[src/rtl/uart_ctrl.sv]
// Byte UART: 8N1 transmitter and receiver with memory-mapped status flags.
// Receiver input is double-flopped; all outputs come straight from registers.
module uart_ctrl #(
    parameter int CLK_FREQ = 100000000,
    parameter int BAUD     = 9600
) (
    input  logic       clk,
    input  logic       reset,
    input  logic [7:0] tx_data,
    input  logic       tx_start,
    input  logic       rx_read,
    input  logic       con_read,
    input  logic       uart_rx,
    output logic       uart_tx,
    output logic [7:0] rx_data,
    output logic [4:0] uart_con
);
    localparam int DIV = CLK_FREQ / BAUD;
    localparam int CW  = (DIV > 1) ? $clog2(DIV) : 1;
    localparam logic [CW-1:0] LAST = CW'(DIV - 1);
    localparam logic [CW-1:0] HALF = CW'(DIV / 2);

    typedef enum logic [1:0] {S_IDLE, S_START, S_DATA, S_STOP} state_t;

    // ---------------- transmitter ----------------
    state_t        tx_state, tx_state_n;
    logic [CW-1:0] tx_cnt, tx_cnt_n;
    logic [2:0]    tx_idx, tx_idx_n;
    logic [7:0]    tx_sh, tx_sh_n;
    logic          tx_line_n, tx_busy, tx_busy_n, tx_done, tx_done_set;

    always_comb begin
        tx_state_n  = tx_state;
        tx_cnt_n    = tx_cnt;
        tx_idx_n    = tx_idx;
        tx_sh_n     = tx_sh;
        tx_line_n   = uart_tx;
        tx_busy_n   = tx_busy;
        tx_done_set = 1'b0;
        case (tx_state)
            S_IDLE: if (tx_start) begin
                tx_state_n = S_START;
                tx_cnt_n   = '0;
                tx_idx_n   = '0;
                tx_sh_n    = tx_data;
                tx_line_n  = 1'b0;
                tx_busy_n  = 1'b1;
            end
            S_START: if (tx_cnt == LAST) begin
                tx_state_n = S_DATA;
                tx_cnt_n   = '0;
                tx_line_n  = tx_sh[0];
            end else tx_cnt_n = tx_cnt + 1'b1;
            S_DATA: if (tx_cnt == LAST) begin
                tx_cnt_n = '0;
                if (tx_idx == 3'd7) begin
                    tx_state_n = S_STOP;
                    tx_line_n  = 1'b1;
                end else begin
                    // shift register keeps the next bit in position 0
                    tx_idx_n  = tx_idx + 3'd1;
                    tx_sh_n   = {1'b0, tx_sh[7:1]};
                    tx_line_n = tx_sh[1];
                end
            end else tx_cnt_n = tx_cnt + 1'b1;
            S_STOP: if (tx_cnt == LAST) begin
                tx_state_n  = S_IDLE;
                tx_cnt_n    = '0;
                tx_busy_n   = 1'b0;
                tx_done_set = 1'b1;
            end else tx_cnt_n = tx_cnt + 1'b1;
            default: tx_state_n = S_IDLE;
        endcase
    end

    always_ff @(posedge clk or negedge reset) begin
        if (!reset) begin
            tx_state <= S_IDLE;
            tx_cnt   <= '0;
            tx_idx   <= '0;
            tx_sh    <= '0;
            uart_tx  <= 1'b1;
            tx_busy  <= 1'b0;
            tx_done  <= 1'b0;
        end else begin
            tx_state <= tx_state_n;
            tx_cnt   <= tx_cnt_n;
            tx_idx   <= tx_idx_n;
            tx_sh    <= tx_sh_n;
            uart_tx  <= tx_line_n;
            tx_busy  <= tx_busy_n;
            if (tx_done_set)   tx_done <= 1'b1;
            else if (con_read) tx_done <= 1'b0;
        end
    end

    // ---------------- receiver ----------------
    logic          rx_s1, rx_s2, rx_prev;
    state_t        rx_state, rx_state_n;
    logic [CW-1:0] rx_cnt, rx_cnt_n;
    logic [2:0]    rx_idx, rx_idx_n;
    logic [7:0]    rx_sh, rx_sh_n;
    logic          rx_brk, rx_brk_n, rx_done, ferr_set;
    logic          rx_valid, rx_overrun, frame_error;

    always_comb begin
        rx_state_n = rx_state;
        rx_cnt_n   = rx_cnt;
        rx_idx_n   = rx_idx;
        rx_sh_n    = rx_sh;
        rx_brk_n   = rx_brk;
        rx_done    = 1'b0;
        ferr_set   = 1'b0;
        case (rx_state)
            S_IDLE: if (rx_prev && !rx_s2) begin
                rx_state_n = S_START;
                rx_cnt_n   = '0;
            end
            S_START: if (rx_cnt == HALF) begin
                // restarting here puts every later sample mid-bit
                rx_cnt_n   = '0;
                rx_idx_n   = '0;
                rx_state_n = rx_s2 ? S_IDLE : S_DATA;
            end else rx_cnt_n = rx_cnt + 1'b1;
            S_DATA: if (rx_cnt == LAST) begin
                rx_cnt_n = '0;
                rx_sh_n  = {rx_s2, rx_sh[7:1]};
                if (rx_idx == 3'd7) rx_state_n = S_STOP;
                else                rx_idx_n   = rx_idx + 3'd1;
            end else rx_cnt_n = rx_cnt + 1'b1;
            S_STOP: if (rx_brk) begin
                // bad stop bit: hold off until the line is idle again
                if (rx_s2) begin
                    rx_brk_n   = 1'b0;
                    rx_state_n = S_IDLE;
                end
            end else if (rx_cnt == LAST) begin
                rx_cnt_n = '0;
                if (rx_s2) begin
                    rx_done    = 1'b1;
                    rx_state_n = S_IDLE;
                end else begin
                    ferr_set = 1'b1;
                    rx_brk_n = 1'b1;
                end
            end else rx_cnt_n = rx_cnt + 1'b1;
            default: rx_state_n = S_IDLE;
        endcase
    end

    always_ff @(posedge clk or negedge reset) begin
        if (!reset) begin
            rx_s1       <= 1'b1;
            rx_s2       <= 1'b1;
            rx_prev     <= 1'b1;
            rx_state    <= S_IDLE;
            rx_cnt      <= '0;
            rx_idx      <= '0;
            rx_sh       <= '0;
            rx_brk      <= 1'b0;
            rx_data     <= '0;
            rx_valid    <= 1'b0;
            rx_overrun  <= 1'b0;
            frame_error <= 1'b0;
        end else begin
            rx_s1    <= uart_rx;
            rx_s2    <= rx_s1;
            rx_prev  <= rx_s2;
            rx_state <= rx_state_n;
            rx_cnt   <= rx_cnt_n;
            rx_idx   <= rx_idx_n;
            rx_sh    <= rx_sh_n;
            rx_brk   <= rx_brk_n;
            if (rx_done) rx_data <= rx_sh;
            if (rx_done)      rx_valid <= 1'b1;
            else if (rx_read) rx_valid <= 1'b0;
            if (rx_done && rx_valid && !rx_read) rx_overrun <= 1'b1;
            else if (con_read)                   rx_overrun <= 1'b0;
            if (ferr_set)      frame_error <= 1'b1;
            else if (con_read) frame_error <= 1'b0;
        end
    end

    assign uart_con = {frame_error, rx_overrun, tx_done, tx_busy, rx_valid};
endmodule

[config.mk]
export PLATFORM = sky130hd
export DESIGN_NAME = uart_ctrl
export DESIGN_NICKNAME = d
export VERILOG_FILES = /design/src/rtl/uart_ctrl.sv
export SDC_FILE = /design/constraint.sdc
export NUM_CORES = 1
export LEC_CHECK = 0
export CAP_MARGIN = 10
export CORE_MARGIN = 5
export CORE_UTILIZATION = 45
export DETAILED_ROUTE_END_ITERATION = 10
export PLACE_DENSITY = 0.66
export SETUP_SLACK_MARGIN = 0.15
export SLEW_MARGIN = 5
export SYNTH_ARGS = -nofsm -noshare
export SYNTH_HDL_FRONTEND = slang
export SYNTH_SLANG_ARGS = --single-unit
[constraint.sdc]
create_clock -name clk -period 1.9 [get_ports clk]
set_input_delay 0.57 -clock clk [delete_from_list [all_inputs] [get_ports clk]]
set_output_delay 0.57 -clock clk [all_outputs]
set_load 0.005 [all_outputs]
==> flow_summary.toml, run 1 <==
[synthesis]
ys_async_sr_fraction = 1.00
synth_mux_area_frac = 0.0586
synth_fp_nets = 383
synthCells = 357
synth_top_family_by_area = "simple AND/OR/NAND/NOR gates"
synth_area_um2 = 3780
synthAdderAreaFrac = 0.0397
yosys-top-cells-count = "68 x dfrtp_1, 36 x nand2_1, 32 x nor2_1, 17 x mux2_2"
synthXorXnorAreaFrac = 0.0278
yosys.area_share.simple = 0.191
synth_flop_cell = "dfrtp_1"
yosys.area.top_type = "dfrtp_1"
synth-edff-count = 0
ys_seq_elements = 72
yosysSeqAreaShare = 0.478
synth_compound_area_frac = 0.158
yosys_warnings = 0
synth.avg_cell_area_um2 = 10.6
synthMostInstantiatedCell = "dfrtp_1"
yosysUniqueCellTypes = 64
ys_top_cells_by_area = "dfrtp_1 45%, mux2_2 5.1%, ha_1 4.0%"
yosysTopAreaCellShare = 0.450

[worst_setup_path]
endpoint_kind = "flop"
crit_family = "simple AND/OR/NAND/NOR gates"
crit_top_cell = "buf_6"
path_class = "reg -> reg"
slowest_stage = "dfrtp_1"
crit_buf_inv = 2
cp_max_fo = 4
worst_ep_required_time_ns = 2.15
path_cells = "ha_2, and4b_2, buf_6, buf_6, nand4_4, a22oi_2, nor4_1, a21o_1"
critPathLaunchType = "flop"
cpPeakStageDelay_ns = 0.38
crit_arrival_ns = 2.21

[finish]
fillCellCount = 609
final_core_util = 0.658
final_nets = 483
drive_above_1_share = 0.387
antenna_cells = 0
area_growth_pct = 43.0
fin_area_um2 = 5410

[timing]
skew_ns = 0.0126
relSlewSlack = 0.667
final_max_slew_viol_count = 0
min_period_ns = 1.96
fin_ws_ns = -0.0626
finalSetupViolCount = 10
worst_pin_slew_ns = 0.499
post-route-period-util = 1.03
final.setup.tns_ns = -0.272
rsz0062_at_grt = "yes"
fmax_mhz = 510
finalHoldViolCount = 0

[die]
die_h_um = 102
initial_core_util = 0.460
die_area_um2 = 10300
core_area_um2 = 8220
rows = 33
die_width_um = 102
io_pins = 28

[clocking]
clk_pin_slew_ns = 0.09
cts.path.max_buffers = 2
clkLatencyLatePin_ns = 0.35
cts_max_level = 3
cts_buffers = 9
cts-root-buf = "clkbuf_8"
cts_num_sinks = 72
cts_hold_buf = 0
cts_tree = "yes"

[place]
place_ws_ns = -0.302
port_buffers = 27
gp_routability_congestion = 0.859
place_hpwl_um = 5820
place_area_um2 = 4490

[global_route]
grt_pass1_vias = 3297
grt-ovfl-total = 0
grt_antenna_before_repair = 0
grt_util_all_layers = 0.189
grt_pass1_wl_um = 15500
grt_max_degree = 27

[route]
drt_iter0_drc = 133
postRouteWirelength_um = 9100
dr.pass1.iters = 4
via_per_inst = 5.55
remaining_drc_errors = 0
antenna_left = 0
routedWlPerCell_um = 16.1
via_count = 3146

[outcome]
outcome = "finished, violations left"
violations = "negative setup slack"

[flow_run]
drv_cap = 0

[power_and_ir_drop]
p_leak_uw = 0.00252
p_per_area_nw_per_um2 = 1050
vdd_ir_drop_max_mv = 0.842

[worst_hold_path]
min_path_type = "in -> async"
==> area by class of cell <==
class	count	area, um2	share of cell area
inverter	15	56.3	0.0104
sequential	72	1810	0.334
multi-input combinational	252	2200	0.406
clock inverter	7	128	0.0236
timing repair buffer	107	962	0.178
clock buffer	9	124	0.0229
tap	105	131	0.0243
==> final timing paths <==
path / startpoint / to / slack (ns) / cells after the start
setup / recovery: rx_cnt[0] / rx_cnt[11] / -0.06 / 8
hold / removal: reset / rx_cnt[10] / 0.1 / 1
setup reg to reg: rx_cnt[0] / rx_cnt[11] / -0.06 / 8
hold reg to reg: rx_s1 / rx_s2 / 0.36 / 0
max in group asynchronous: reset / uart_tx / 1.24 / 2
min in group clk: rx_s1 / rx_s2 / 0.36 / 0
==> per-stage QoR <==
step           cells  total power, uW  hold WS [ns]
2_1_floorplan    357             2980         0.274
3_3_place_gp     520             3510         0.346
3_5_place_dp     520             3550         0.351
4_1_cts          565             5600        0.0924
5_1_grt          567             6020         0.101
6_report         567             5680        0.0983
==> flip-flops by register name, indices dropped and copies added (netlist names), 2 cells and up, named ones only <==
signal / flops
rx_cnt: 14
tx_cnt: 14
tx_idx: 3
tx_sh: 8
rx_data: 8
rx_idx: 3
tx_state: 2
rx_sh: 8
==> cells in the final DEF, fill, tap and decap left out, drive strengths merged, types with 3 or more instances in the layout <==
master / synthesis / layout
bufinv: 0 / 3
buf: 16 / 81
nor3: 5 / 5
nand4: 7 / 7
xor2: 8 / 8
a21o: 3 / 3
and3: 10 / 10
clkdlybuf4s50: 0 / 11
nor4b: 3 / 3
dfrtp: 68 / 68
o32a: 8 / 8
o21a: 8 / 8
nand2b: 3 / 3
nor4: 4 / 4
a22o: 7 / 7
a22oi: 5 / 6
nand3: 8 / 8
o22ai: 4 / 4
nor2: 34 / 34
xnor2: 4 / 4
and4: 3 / 3
nand2: 36 / 36
mux2i: 3 / 3
inv: 15 / 17
clkbuf: 3 / 9
a21oi: 8 / 8
ha: 12 / 12
dfstp: 4 / 4
nor2b: 6 / 6
mux2: 17 / 17
o21ai: 16 / 16
dlygate4sd2: 0 / 14
a31oi: 3 / 3
==> cell families after synthesis <==
| group | Yosys count |
|---|---|
| AOI/OAI and AO/OA | 79 |
| and+or+nand+nor | 128 |
| adders and majority gates | 12 |
| buffers and inverters | 34 |
| DFF | 72 |
| muxes | 20 |
| xor gates and xnor gates | 12 |
==> per-layer routing <==
metal	vias to the layer above	wire length [um]	GRT usage
met4	0	147	0.0654
li1	1496	-	-
met2	68	4620	0.313
met1	1566	3950	0.243
met5	-	0	0
met3	16	380	0.0455
==> report_power, final <==
part           internal [uW]  switching, uW  total, uW
combinational           1150           1090       2240
sequential              1740            181       1920
clock                    890            633       1520
==> repair_timing <==
item                       CTS  global route
gates resized for setup     80            46
gates cloned                 2             0
buffers inserted            27             2
setup endpoints to repair   68            66
pin swaps                   45            20
Power figures use the tool's default switching activity.
==> run 2: changes to the inputs <==
--- a/config.mk
+++ b/config.mk
@@ -7,9 +7,9 @@
 export LEC_CHECK = 0
 export CAP_MARGIN = 10
 export CORE_MARGIN = 5
-export CORE_UTILIZATION = 45
+export CORE_UTILIZATION = 50
 export DETAILED_ROUTE_END_ITERATION = 10
-export PLACE_DENSITY = 0.66
+export PLACE_DENSITY = 0.7
 export SETUP_SLACK_MARGIN = 0.15
 export SLEW_MARGIN = 5
 export SYNTH_ARGS = -nofsm -noshare
==> constraint.sdc (replaced) <==
create_clock -name clk -period 2.1 [get_ports clk]
set_input_delay 0.63 -clock clk [delete_from_list [all_inputs] [get_ports clk]]
set_output_delay 0.63 -clock clk [all_outputs]
set_load 0.005 [all_outputs]
==> run 2 against run 1 <==
The run now ends clean. Combinational power is 29% lower. Setup slack better by 0.24 ns. Worst hold slack better by 0.077 ns. Critical path depth did not move. Die area fell by 9.0%. Via count decreased by 9.5%. Wire length shrank 14%.
==> flow_summary.toml, run 2 (synthesis gave the netlist of run 1 again) <==
[outcome]
outcome = "completed"

[finish]
fin_area_um2 = 4620
multi_input_area_um2 = 1890
stdcell_count = 515
area_growth_pct = 22.4
final_common_cell = "dfrtp_1"
mostFrequentLayoutCells = "67 x dfrtp_1, 36 x nand2_1, 32 x buf_4, 31 x nor2_1, 24 x clkdlybuf4s50_1"
drive_above_1_share = 0.245
final_nets = 437
antenna_cells = 0
reg.largest.list = "rx_cnt x14, tx_cnt x14"
fillCellCount = 643
area.sequential_um2 = 1810

[worst_setup_path]
path_class = "reg -> reg"
critPathLaunchType = "flop"
endpoint_kind = "flop"
crit_arrival_ns = 2.15
worst_ep_required_time_ns = 2.32
cp_max_fo = 10

[power_and_ir_drop]
p_leak_uw = 0.00211
p_total_uw = 4310
power.internal_uw = 2790
comb_power_share = 0.372
p_per_area_nw_per_um2 = 933
p_switching_uw = 1530
seqPwrFrac = 0.401
clockPowerShare = 0.227
swShare = 0.354
vdd_ir_drop_max_mv = 0.665

[place]
port_buffers = 27
place_ws_ns = -0.161
gp_routability_congestion = 0.820
place_hpwl_um = 5470
place_area_um2 = 4310
dp.cells = 494

[clocking]
cts_num_sinks = 72
clkLatencyLatePin_ns = 0.34
cts_tree = "yes"
cts.path.max_buffers = 2
cts_hold_buf = 0
cts_buffers = 9
clk_pin_slew_ns = 0.08
cts-root-buf = "clkbuf_8"
cts_max_level = 3

[timing]
relSlewSlack = 0.703
fin_ws_ns = 0.176
worst_pin_slew_ns = 0.446
post-route-period-util = 0.916
final_max_slew_viol_count = 0
final.setup.tns_ns = 0
fmax_mhz = 520
rsz0062_at_grt = "yes"
skew_ns = 0.0100
finalSetupViolCount = 0
min_period_ns = 1.92
finalHoldViolCount = 0

[route]
dr.pass1.iters = 4
antenna_left = 0
remaining_drc_errors = 0
postRouteWirelength_um = 7840
drt_iter0_drc = 110
routedWlPerCell_um = 15.2
via_per_inst = 5.53
via_count = 2846

[global_route]
grt_antenna_before_repair = 0
grt_pass1_wl_um = 13400
grt_pass1_vias = 2781
grt-ovfl-total = 0
grt_util_all_layers = 0.171
grt_max_degree = 52

[die]
die_h_um = 96.9
initial_core_util = 0.518
io_pins = 28
core_area_um2 = 7290
die_width_um = 96.9
die_area_um2 = 9400
rows = 31

[flow_run]
drv_cap = 0

[worst_hold_path]
min_path_type = "in -> async"
-- run 2: changes by cell type in the layout (fill, tap and decap cells not counted), moves of 13 or more --
cell,previous run,this run
mux2_4,17,0
clkdlybuf4s50_1,11,24
buf_6,21,1
mux2_2,0,17
dlygate4sd2_1,14,1
buf_4,57,32
-- run 2: per-layer routing --
layer  global-route usage  wire length (um)
met1                0.236              3760
met2                0.271              3810
met3               0.0317               180
met4               0.0583                91
met5                    0                 0
-- run 2: cell type report --
cell class / count / share of cell area
Clock inverter: 6 / 0.00974
Tap cell: 99 / 0.0268
Timing Repair Buffer: 62 / 0.124
Clock buffer: 10 / 0.0276
Inverter: 15 / 0.0122
Multi-Input combinational cell: 251 / 0.409
Sequential cell: 72 / 0.391
-- run 2: metrics by stage --
step / hold slack [ns] / util
floorplan: 0.334 / -
global placement: 0.345 / 0.591
detailed placement: 0.347 / 0.591
CTS: 0.175 / 0.621
global route: 0.180 / 0.634
finish: 0.175 / 0.634
-- run 2: worst paths after layout --
path | start | endpoint | slack (ns) | depth (start not counted)
hold / removal | reset | rx_cnt[10] | 0.17 | 1
max in group asynchronous | reset | rx_s1 | 1.32 | 2
setup / recovery | rx_cnt[0] | rx_cnt[10] | 0.18 | 8
hold reg to reg | rx_s1 | rx_s2 | 0.36 | 0
setup reg to reg | rx_cnt[0] | rx_cnt[10] | 0.18 | 8
min in group clk | rx_s1 | rx_s2 | 0.36 | 0
-- run 2: power groups by stage --
stage	registers, uW	clock network [uW]	logic (uW)
4_1_cts	1730	1010	1500
2_1_floorplan	1720	0	958
5_1_grt	1750	1070	1780
6_report	1730	979	1600
3_3_place_gp	1740	0	1400
3_5_place_dp	1750	0	1440
-- run 2: timing repair --
item                                    4_1_cts  5_1_grt
pin swaps                                     1        7
resized for setup                             9       16
setup buffers                                 1        4
cloned                                        0        0
endpoints found under the setup margin       25       36
-- run 2: worst max-delay path, stage by stage (launching register included) --
cell	delay [ns]
dfrtp_1	0.35
buf_4	0.12
ha_4	0.13
and4b_2	0.31
and4_4	0.26
o22ai_4	0.08
buf_12	0.15
and3_1	0.16
a221o_1	0.26
==> variant 1: new RTL, settings of run 2 <==
Register the output `uart_con`, with the module's reset; this adds one clock of latency there. The other outputs are not delayed to match.
--- a/src/rtl/uart_ctrl.sv
+++ b/src/rtl/uart_ctrl.sv
@@ -183,3 +183,9 @@
 
-    assign uart_con = {frame_error, rx_overrun, tx_done, tx_busy, rx_valid};
+    always_ff @(posedge clk or negedge reset) begin
+        if (!reset) begin
+            uart_con <= '0;
+        end else begin
+            uart_con <= {frame_error, rx_overrun, tx_done, tx_busy, rx_valid};
+        end
+    end
 endmodule
Behaviour: not the same (a bounded check fails within 4 cycles, from zero or initial values and one cycle with reset low).
==> variant 1 against run 2 <==
- the flow now finishes with violations (negative setup slack)
- largest cell class unchanged
- sequential power grew 9.8%
- critical path type unchanged
- sequential share of layout area is 1.5 points lower
- cell area rose by 11%
- synthesized cell count fell by 2.8%
- sequential cell count is 5 higher
- total power is 20% higher
- utilization rose by 6.7 points
- first-iteration DRC count down 17%
- critical path depth shrank 3
- area after synthesis rose by 1.1%
- setup slack worse by 0.28 ns
- wire length up 8.1%
- maximum frequency is 13% lower
==> variant 1: results (changes against run 2) <==
Outcome
  – Violations in the final reports: negative setup slack
  – Status: finished, violations left

Global route
  – Maximum number of pins on one net before global-route repair: 36 (-31%)
  – Total Routing Usage GR: 17.4% (+0.25 points)
  – Wire length of the first global-routing pass: 13700 microns (+2.3%)
  – Number of global-route vias before repair: 3054 (+9.8%)

Worst setup path
  – Arrival time reported for the critical path endpoint: 2.44 ns (+0.29 ns)
  – Maximum fanout along the worst path: 5 (-5)
  – CP max-delay cell: sky130_fd_sc_hd__or4b_4
  – Launch point of the worst reg-to-reg path: tx_cnt[8]
  – Kind of critical path: reg2reg
  – Critical path destination: tx_sh[6]
  – Longest individual stage delay on the worst path: 0.54 ns (+0.19 ns)
  – Number of cell instances on the worst register-to-register path: 5 (-3)

STA
  – Setup WS post-layout: -0.102 ns (-0.278 ns)
  – Worst slew pin tran: 0.484 ns (+0.0377 ns)
  – Setup TNS: -1.14 ns (-1.14 ns)
  – Final worst clock skew: 0.00948 ns (-0.000557 ns)
  – Hold_ws: 0.198 ns (+0.0236 ns)
  – Final setup violation count: 22 (+22)

Cells and area
  – Final design instance area without fill: 5140 sq um (+11%)
  – Filler instances: 502 (-22%)
  – Number of nets in the layout: 461 (+5.5%)
  – Fraction of layout instances using a drive strength above 1: 37.0% (+13 points)

Placement
  – DP Worst Slack: -0.0789 ns (+0.0816 ns)
  – DP Wirelength: 5370 microns (-1.7%)
  – Placed instance area: 4530 sq um (+5.1%)

Route
  – Post-Route WL: 8480 microns (+8.1%)
  – Count of vias placed by the detailed router: 2992 (+5.1%)
  – Drt initial violations: 91 (-17%)
  – Post-detailed-route via-to-cell ratio: 5.55 (+0.45%)

Power
  – Maximum ir drop on the vdd rail: 0.673 mV (+1.3%)
  – Power spent charging and discharging nets: 0.00176 W (+15%)
  – Reported leakage power: 2.31 nW (+9.3%)

Synthesis
  – Proportion of synthesized chip area in sequential cells: 50.6% (+2.8 points)
  – Post-synth net total: 373 (-2.6%)
  – Top post-synthesis cells by count: sky130_fd_sc_hd__dfrtp_1 (73), sky130_fd_sc_hd__mux2_2 (32), sky130_fd_sc_hd__nor2_1 (28)
  – Count of different cell masters after synthesis: 66 (+3.1%)
  – Cells taking the most area after synthesis: sky130_fd_sc_hd__dfrtp_1 (48%), sky130_fd_sc_hd__mux2_2 (9.4%), sky130_fd_sc_hd__ha_1 (3.9%)
  – Post-Synthesis Mean Instance Area: 11.0 sq um (+4.0%)
variant 1: cell types whose count changed in the layout (fill, tap and decap cells not counted), moves of 8 or more:
cell | before | now
sky130_fd_sc_hd__nand2_1 | 36 | 26
sky130_fd_sc_hd__mux2_4 | 0 | 8
sky130_fd_sc_hd__o21a_1 | 8 | 0
sky130_fd_sc_hd__buf_4 | 32 | 48
sky130_fd_sc_hd__buf_6 | 1 | 9
sky130_fd_sc_hd__nor2_1 | 31 | 15
variant 1: power by group through the flow:
stage,clock network [W],logic (W),registers [W]
final,0.00132,0.00196,0.00190
after global routing,0.00140,0.00213,0.00193
after CTS,0.00134,0.00170,0.00189
after detailed placement,0,0.00154,0.00192
after global placement,0,0.00149,0.00191
after floorplan,0,0.00112,0.00188
variant 1: timing repair:
item | CTS | global route
buffers inserted | 5 | 8
cloned | 2 | 0
endpoints found under the setup margin | 54 | 45
hold buffers | 0 | 0
pin swaps | 4 | 18
resized for setup | 17 | 46
variant 1: cell type report:
class                           instances  area share (%)
Inverter                               19            1.39
Timing Repair Buffer                   85            14.8
Multi-Input combinational cell        243            39.3
Sequential cell                        77            37.6
Clock buffer                            9            2.41
Clock inverter                          7            2.12
Tap cell                               99            2.41
variant 1: cells by family after synthesis:
logic type	after synthesis	share of synthesized area [%]
AND/OR/NAND/NOR	120	17.7
multiplexers	35	10.2
AO/OA/AOI/OAI	62	11.2
XOR/XNOR	13	2.98
adder cells (fa/ha/maj)	12	3.93
buffers and inverters	28	3.34
flip-flops	77	50.6
variant 1: per-layer routing:
layer	share of wire (%)	routed length, microns	up-vias
met4	1.1	93	0
met1	45	3770	1506
met5	0	0	-
li1	-	-	1426
met2	51	4340	53
met3	3.2	267	7
==> variant 2: new RTL, settings of run 2 <==
Without the edit above. Set the parameter `BAUD` to 38400 (it was 9600).
--- a/src/rtl/uart_ctrl.sv
+++ b/src/rtl/uart_ctrl.sv
@@ -4,3 +4,3 @@
     parameter int CLK_FREQ = 100000000,
-    parameter int BAUD     = 9600
+    parameter int BAUD     = 38400
 ) (
Check against the original RTL: no difference found for any inputs over 10 cycles, from zero or initial values and one cycle with reset low; that may be too few to reach the edited logic, so the function may still have changed.
==> variant 2 against run 2 <==
- cell area down 7.6%
- global-route usage rose by 0.057 points
- area after synthesis is 11% lower
- final cell count is 10% lower
- count of clock-buffer cells in the layout shrank 1
- hold slack improved by 0.078 ns
- wire length down 16%
- setup slack better by 0.016 ns
- sequential cell count fell by 4
- clock skew shrank 0.0037 ns
Power is not compared: it rests on default switching activity, and its combinational part moved more than twofold at a synthesized area within 25%.
==> variant 2: results (changes against run 2) <==
Worst setup path
  – Maximum fanout along the worst path: 6 (-4)
  – Launch point of the worst reg-to-reg path: tx_cnt[4]
  – Longest individual stage delay on the worst path: 0.59 ns (+0.24 ns)
  – Arrival time reported for the critical path endpoint: 2.18 ns (+0.03 ns)
  – Worst R2R Setup Slack: 0.19 ns (+0.02 ns)
  – Worst reg2reg endpoint: tx_state[1]
  – Number of cell instances on the worst register-to-register path: 5 (-3)

STA
  – Worst slew pin tran: 0.530 ns (+0.0839 ns)
  – Final worst clock skew: 0.00630 ns (-0.00374 ns)

Global route
  – Maximum number of pins on one net before global-route repair: 26 (-50%)
  – Number of global-route vias before repair: 2544 (-8.5%)
  – Total Routing Usage GR: 17.2% (+0.057 points)
  – Met2 usage in global routing: 26.9% (-0.18 points)
  – Met1 Resource Use GR: 22.6% (-1.0 points)

Route
  – Total length of routed met2 wires: 3160 microns (-17%)
  – Drt initial violations: 62 (-44%)
  – Met3 Routed Length: 206 microns (+14%)

Clocking
  – Quantity of gates resized following cts: 2 (-7)
  – Sinks on the clock net: 68 (-5.6%)

Synthesis
  – Count of different cell masters after synthesis: 50 (-22%)
  – Proportion of synthesized chip area in sequential cells: 50.6% (+2.8 points)
  – Cells taking the most area after synthesis: sky130_fd_sc_hd__dfrtp_1 (48%), sky130_fd_sc_hd__mux2_2 (6.0%), sky130_fd_sc_hd__ha_1 (4.5%)

Placement
  – DP Wirelength: 4640 microns (-15%)
  – DP Worst Slack: 0.0441 ns (+0.205 ns)

Cells and area
  – Non-clock buffer contribution to total cell area: 13.3% (+0.91 points)
  – Filler instances: 511 (-21%)
  – Registers with the highest flip-flop counts: rx_cnt: 12 flops, tx_cnt: 12 flops
  – Count of non-CTS inverters in the layout: 11 (-4)
  – Number of nets in the layout: 404 (-7.6%)

Outcome
  – Status: completed
-- variant 2: changes by cell type in the layout (fill, tap and decap cells not counted), sizes merged, moves of 4 or more --
cell | run 2 | this run
dfrtp | 68 | 64
o21ai | 16 | 22
nor4 | 4 | 0
a22oi | 5 | 1
and3 | 10 | 3
o32a | 8 | 1
a22o | 7 | 2
o21a | 8 | 2
or3 | 1 | 5
mux2i | 3 | 10
nor2 | 34 | 28
-- variant 2: stage by stage --
step	instances	hold WS (ns)	area, sq um
floorplan	318	0.334	3370
global placement	440	0.347	3910
detailed placement	440	0.355	3910
CTS	460	0.265	4200
global route	463	0.274	4270
finish	463	0.253	4270
-- variant 2: cells by family after synthesis --
| group | count (synthesis) | synth area share, % |
|---|---|---|
| AND/OR/NAND/NOR | 115 | 17.9 |
| flip-flops | 68 | 50.6 |
| AO/OA/AOI/OAI | 56 | 10.8 |
| multiplexers | 28 | 8.98 |
| buffers and inverters | 24 | 3.30 |
| XOR/XNOR | 15 | 3.90 |
| adder cells (fa/ha/maj) | 12 | 4.45 |
